===== src/rtl/jtframe_sdram64_arb4.sv =====
// Four-client round-robin arbiter in front of one jtframe_sdram64 bank port.
// Latency: bank request registered one cycle after a request is sampled; ack/dok/rdy are routed back combinationally.
// Backpressure: one outstanding transaction; clients hold until c_ack; a watchdog releases a bank that never returns rdy.
module jtframe_sdram64_arb4 #(
    parameter int         AW      = 22,
    parameter logic [3:0] WR_MASK = 4'b1111,
    parameter int         TIMEOUT = 1023
) (
    input  logic            clk,
    input  logic            rst,
    // client side
    input  logic [4*AW-1:0] c_addr,
    input  logic [3:0]      c_rd,
    input  logic [3:0]      c_wr,
    input  logic [63:0]     c_din,
    input  logic [7:0]      c_din_m,
    output logic [3:0]      c_ack,
    output logic [3:0]      c_dok,
    output logic [3:0]      c_rdy,
    // bank side
    output logic [AW-1:0]   ba_addr,
    output logic            ba_rd,
    output logic            ba_wr,
    output logic [15:0]     ba_din,
    output logic [1:0]      ba_din_m,
    input  logic            ba_ack,
    input  logic            ba_dok,
    input  logic            ba_rdy,
    // status
    output logic [3:0]      gnt,
    output logic            timeout_err
);

    typedef enum logic [1:0] {
        ST_IDLE  = 2'd0,
        ST_ISSUE = 2'd1,
        ST_WAIT  = 2'd2
    } state_t;

    // The watchdog counter is 10 bits wide, so the limit is truncated to that.
    localparam logic [9:0] TIMEOUT_L = 10'(TIMEOUT);

    state_t          state_q;
    logic [3:0]      gnt_q;
    logic [1:0]      gidx_q;
    logic [1:0]      ptr_q;
    logic [9:0]      cnt_q;
    logic            timeout_err_q;
    logic [AW-1:0]   ba_addr_q;
    logic            ba_rd_q;
    logic            ba_wr_q;
    logic [15:0]     ba_din_q;
    logic [1:0]      ba_din_m_q;

    logic [3:0]      req;
    logic            pick_vld;
    logic [1:0]      pick_idx;
    logic [1:0]      cand;
    logic            pick_wr;
    logic [AW-1:0]   pick_addr;
    logic [15:0]     pick_din;
    logic [1:0]      pick_din_m;
    logic            timeout_hit;

    // Round-robin pick: the scan runs from the farthest candidate back to ptr so the nearest requester is kept.
    always_comb begin
        req      = c_rd | c_wr;
        pick_vld = 1'b0;
        pick_idx = ptr_q;
        cand     = ptr_q;
        for (int i = 3; i >= 0; i--) begin
            cand = ptr_q + 2'(i);
            if (req[cand]) begin
                pick_vld = 1'b1;
                pick_idx = cand;
            end
        end
    end

    // Operand mux for the picked client; a write without its WR_MASK bit degrades to a read.
    always_comb begin
        pick_addr  = '0;
        pick_din   = '0;
        pick_din_m = '0;
        for (int i = 0; i < 4; i++) begin
            if (pick_idx == 2'(i)) begin
                pick_addr  = c_addr[i*AW +: AW];
                pick_din   = c_din[i*16 +: 16];
                pick_din_m = c_din_m[i*2 +: 2];
            end
        end
        pick_wr = c_wr[pick_idx] & WR_MASK[pick_idx];
    end

    // Watchdog fires only in WAIT and only if the bank has not answered in the same cycle.
    always_comb begin
        timeout_hit = (state_q == ST_WAIT) && !ba_rdy && (cnt_q == TIMEOUT_L);
    end

    // Bank strobes are forwarded to the granted client only, and only in the phase they belong to.
    always_comb begin
        c_ack = '0;
        c_dok = '0;
        c_rdy = '0;
        if (state_q == ST_ISSUE) begin
            c_ack = gnt_q & {4{ba_ack}};
        end
        if (state_q == ST_WAIT) begin
            c_dok = gnt_q & {4{ba_dok}};
            c_rdy = gnt_q & {4{ba_rdy | timeout_hit}};
        end
    end

    // Arbiter FSM: IDLE grants and latches operands, ISSUE waits for ack, WAIT waits for rdy or the watchdog.
    always_ff @(posedge clk or posedge rst) begin
        if (rst) begin
            state_q       <= ST_IDLE;
            gnt_q         <= '0;
            gidx_q        <= '0;
            ptr_q         <= '0;
            cnt_q         <= '0;
            timeout_err_q <= 1'b0;
            ba_addr_q     <= '0;
            ba_rd_q       <= 1'b0;
            ba_wr_q       <= 1'b0;
            ba_din_q      <= '0;
            ba_din_m_q    <= '0;
        end else begin
            case (state_q)
                ST_IDLE: begin
                    if (pick_vld) begin
                        gnt_q      <= 4'b0001 << pick_idx;
                        gidx_q     <= pick_idx;
                        ba_addr_q  <= pick_addr;
                        ba_din_q   <= pick_din;
                        ba_din_m_q <= pick_din_m;
                        ba_wr_q    <= pick_wr;
                        ba_rd_q    <= !pick_wr;
                        state_q    <= ST_ISSUE;
                    end
                end
                ST_ISSUE: begin
                    // No watchdog here: the bank may legitimately stall for refresh.
                    if (ba_ack) begin
                        ba_rd_q <= 1'b0;
                        ba_wr_q <= 1'b0;
                        cnt_q   <= '0;
                        state_q <= ST_WAIT;
                    end
                end
                ST_WAIT: begin
                    if (ba_rdy || timeout_hit) begin
                        ptr_q   <= gidx_q + 2'd1;
                        gnt_q   <= '0;
                        state_q <= ST_IDLE;
                        if (timeout_hit) begin
                            timeout_err_q <= 1'b1;
                        end
                    end else begin
                        cnt_q <= cnt_q + 10'd1;
                    end
                end
                default: begin
                    state_q <= ST_IDLE;
                    gnt_q   <= '0;
                    ba_rd_q <= 1'b0;
                    ba_wr_q <= 1'b0;
                end
            endcase
        end
    end

    assign gnt         = gnt_q;
    assign timeout_err = timeout_err_q;
    assign ba_addr     = ba_addr_q;
    assign ba_rd       = ba_rd_q;
    assign ba_wr       = ba_wr_q;
    assign ba_din      = ba_din_q;
    assign ba_din_m    = ba_din_m_q;

endmodule


===== config.mk =====
export PLATFORM = sky130hd
export DESIGN_NAME = jtframe_sdram64_arb4
export DESIGN_NICKNAME = d
export VERILOG_FILES = /design/src/rtl/jtframe_sdram64_arb4.sv
export SDC_FILE = /design/constraint.sdc
export NUM_CORES = 1
export LEC_CHECK = 0
export ABC_AREA = 1
export BUFFER_PORTS_ARGS = -buffer_cell sky130_fd_sc_hd__buf_2
export CAP_MARGIN = 20
export CORE_AREA = 2 2 102 104
export CTS_CLUSTER_SIZE = 8
export DETAILED_ROUTE_END_ITERATION = 10
export DIE_AREA = 0 0 104 106
export MAX_ROUTING_LAYER = met4
export PLACE_DENSITY_LB_ADDON = 0.05
export RECOVER_POWER = 25
export SLEW_MARGIN = 15
export SYNTH_ARGS = -nofsm -noshare
export SYNTH_HDL_FRONTEND = slang
export SYNTH_SLANG_ARGS = --single-unit

===== constraint.sdc =====
create_clock -name clk -period 2.5 [get_ports clk]
set_clock_uncertainty 0.15 [all_clocks]
set_input_delay 0.125 -clock clk [delete_from_list [all_inputs] [get_ports clk]]
set_output_delay 0.125 -clock clk [all_outputs]
set_load 0.01 [all_outputs]

==> summary by stage <==
STA
Across all hold checks on the routed design, the worst slack comes to -0.00118 ns. The hold violation count in the final report came to 1. The timing-limited maximum frequency is 430 MHz. The clock period minus final worst setup slack is 2.32 ns. The final period utilization is 93.0%. At the pin with the least slew margin, the transition time is 1.04 ns.

The number of setup violations in the final report is 0. The final-report max-slew violation count was 0. Setup slack closes at 0.175 ns.

The worst pin sits at a relative slew slack of 30.7%.

Die
The standard-cell row count is 37. The initial core utilization is 44.9%. The width of the chip is 104 um.

The total area inside the core boundary comes to 10000 um2. The number of ports placed on the die boundary is 232. The floorplan step set the die height to 106 um.

The die area is 11000 um2.

Synth
The number of instances in the synthesized netlist is 678. The cell taking the most area after synthesis is dfrtp_1. During synthesis, Yosys emitted a total of 0 warnings.

Synthesis inferred 63 register bits. The number of distinct standard cells referenced by the synthesized netlist is 35. Ranked by total cell area, the synthesized netlist is headed by dfrtp_1, nand2_1, nand3_1. The mean instance size in the synthesized netlist is 6.62 um2. Summed over its instances, the top area cell type makes up 35.1% of the synthesized netlist area. The sequential cell area fraction in the yosys report is 35.1%. The post-synthesis instance area is 4490 um2. The synthesized netlist net count is 852.

Pwr
In this run the static leakage power is 3.90 nW. The clock network is responsible for 9.9% of the overall power. In this run the power spent charging and discharging nets is 0.00450 W. In this run switching power makes up 52.7% of total power. Per report_power, the combinational group accounts for 70.0% of the total. The internal power is 0.00404 W. In this run the power density over the cells is 1180 nW/um2. The worst IR drop on VDD is 738 uV.

The sequential share of power is 20.1%.

Route
After detailed routing, the average wire length per cell comes to 15.3 um. The number of vias per cell after detailed routing is 5.26. The DRC violation count after routing is 0. The count of nets left with antenna violations once routing finished came out at 0. For this block, the initial DRC count from the detailed router was 447.

The sum of routed wire length over all layers is 17800 um. The first detailed-routing pass took 5 iterations. The via count is 6116.

Clock network
The clock tree from TritonCTS is built. The clock transition at the registers of the reported paths is 0.08 ns. The number of buffers created by CTS is 9.

Clock latency on the worst-skew pair, taken at its later pin, is 0.35 ns. Clock tree synthesis found a total of 63 sinks. The H-tree was split into 3 levels.

The clock passes through at most 2 buffers. The tree is rooted in a clkbuf_8.

Worst hold path
The worst hold path belongs to the class in -> reg. Along the worst hold path, the cell count comes to 5.

Worst setup path
The minimum setup slack among reg-to-reg paths is 0.18 ns. STA classifies the critical path startpoint as a register. The required time at the worst-slack endpoint is 2.59 ns.

Counting cells, the worst reg-to-reg path comes to 13. The worst register-to-register path ends at ba_rd$_DFFE_PP0P_. The type of the setup path with the least slack is reg -> reg. The maximum net fanout on the critical path is 32.

The beginning of the worst register-to-register path is ptr_q[0]$_DFFE_PP0P_. The critical path endpoint category is a register. STA puts the critical path data arrival time at 2.41 ns. Following the worst setup path forward leads to its endpoint at ba_rd$_DFFE_PP0P_. The worst setup path startpoint is ptr_q[0]$_DFFE_PP0P_.

Place
The HPWL after detailed placement is 11000 um. The weighted congestion reported at the end of routability-driven placement is 0.961. Buffers placed on the I/O ports in this run total 231. The minimum setup slack after placement is 0.0281 ns.

The total placed instance area is 5790 um2.

Finish
The area added between synthesis and finish is 61.8%. Cells fill 72.6% of the core in the end. The antenna diode count is 0. At the end of the flow, the number of nets in the layout was 1196. The top cell types in the final layout, fill and taps aside, are buf_2, nand2_1, dlygate4sd3_1. The proportion of layout cells with a drive suffix above 1 is 26.1%. The post-layout instance area is 7260 um2. Leaving out fill and tap cells, the most frequent cell in the layout is buf_2.

Global routing
The pin count of the biggest net entering global routing is 47. The via count of the first global-routing pass is 6117. The first-pass GRT wire length is 28400 um. The number of antenna violations at the first check in global routing is 0.

Global routing used 32.7% of the available tracks. Summed over all layers, the global routing overflow is 0.

Run
The tool flagged a number of max-cap violations equal to 0.

Outcome
The final reports fail on negative hold slack. The run finished, with violations left.
==> stage by stage <==
step	TNS, ns	power [W]	std cells
2_1_floorplan	0	0.00571	678
3_3_place_gp	0	0.00714	1021
3_5_place_dp	0	0.00728	1021
4_1_cts	0	0.00829	1161
5_1_grt	-0.00124	0.00931	1163
6_report	0	0.00854	1163
==> synth_stat cells <==
master,count
nand3b_1,1
nand2_1,208
and2_1,1
a21oi_4,1
o22ai_1,1
nand4_1,33
nand3_4,1
xor2_1,3
dfrtp_1,63
nor4_1,1
xnor2_1,1
clkbuf_1,13
inv_1,80
buf_8,1
buf_4,4
inv_2,5
nor2_4,1
a21oi_1,5
buf_2,16
o21bai_1,30
nand2_2,3
buf_6,2
o21ai_0,50
clkinv_1,1
buf_1,3
nand2_4,4
o21ai_1,5
inv_4,1
nor2_2,2
nand3_1,92
nor2_1,34
a22oi_1,1
ha_1,1
nand3_2,4
nor3_1,6
==> state kept, by name, indices dropped and copies added (netlist names) <==
register,flops
ba_addr,22
ba_din,16
cnt_q,10
gnt,4
ba_din_m,2
gidx_q,2
ptr_q,2
state_q,2
ba_rd,1
ba_wr,1
timeout_err,1
==> power by group through the flow <==
stage          logic, W  clock network, W  registers [W]
2_1_floorplan   0.00386                 0        0.00185
3_3_place_gp    0.00543                 0        0.00171
3_5_place_dp    0.00556                 0        0.00171
4_1_cts         0.00573          0.000853        0.00171
5_1_grt         0.00664          0.000899        0.00177
6_report        0.00598          0.000843        0.00172
==> worst min-delay path by stage <==
stage,to,slack [ns],startpoint
detailed placement,ba_din[12]$_DFFE_PP0P_,0.07,rst
global placement,ba_din[13]$_DFFE_PP0P_,0.06,rst
CTS,ba_din[4]$_DFFE_PP0P_,0.0002,c_din[20]
finish,ba_addr[11]$_DFFE_PP0P_,-0.001,c_addr[33]
global route,ba_addr[11]$_DFFE_PP0P_,0.01,c_addr[33]
floorplan,ba_addr[19]$_DFFE_PP0P_,0.15,c_addr[85]
==> critical path, stage by stage (launching register included) <==
cell     delay [ns]
dfrtp_2        0.48
inv_4          0.12
nand2_1        0.11
nand3_2        0.15
nand2_2        0.09
nor2_4         0.13
nand2_2        0.08
nand2_4        0.09
buf_4          0.39
nand3_1        0.12
nand2_1        0.09
nand2_1        0.07
nand3_1        0.09
nand2_1        0.05
==> logic make-up after synthesis <==
family	Yosys count	share of synthesized area, %
AO/OA/AOI/OAI	93	12.4
XOR/XNOR	4	0.781
adder cells (fa/ha/maj)	1	0.279
buffers and inverters	126	12.0
flip-flops	63	35.1
AND/OR/NAND/NOR	391	39.5
==> routing by layer <==
layer | part of all wire (%) | track usage (%) | wire [um]
met3 | 8.6 | 6.32 | 1530
met2 | 48 | 53.8 | 8480
met4 | 5.4 | 19.2 | 958
met1 | 39 | 37.4 | 6880
met5 | 0 | - | 0
==> layout make-up <==
type                       count  area, um2
clock buffer                  10        138
clock inverter                 6       45.0
fill                         857       2740
inverter                      87        332
multi-input combinational    489       2410
sequential                    63       1580
tap                          136        170
timing repair buffer         372       2590
==> what timing repair did <==
item | 4_1_cts | 5_1_grt
setup endpoints to repair | 4 | 45
setup buffers | 0 | 1
hold buffers | 124 | 0
endpoints found under the hold margin | 66 | 0
gates resized for setup | 3 | 6
cloned | 0 | 1
pin swaps | 1 | 2
No activity file was read; power rests on OpenSTA's default activity.
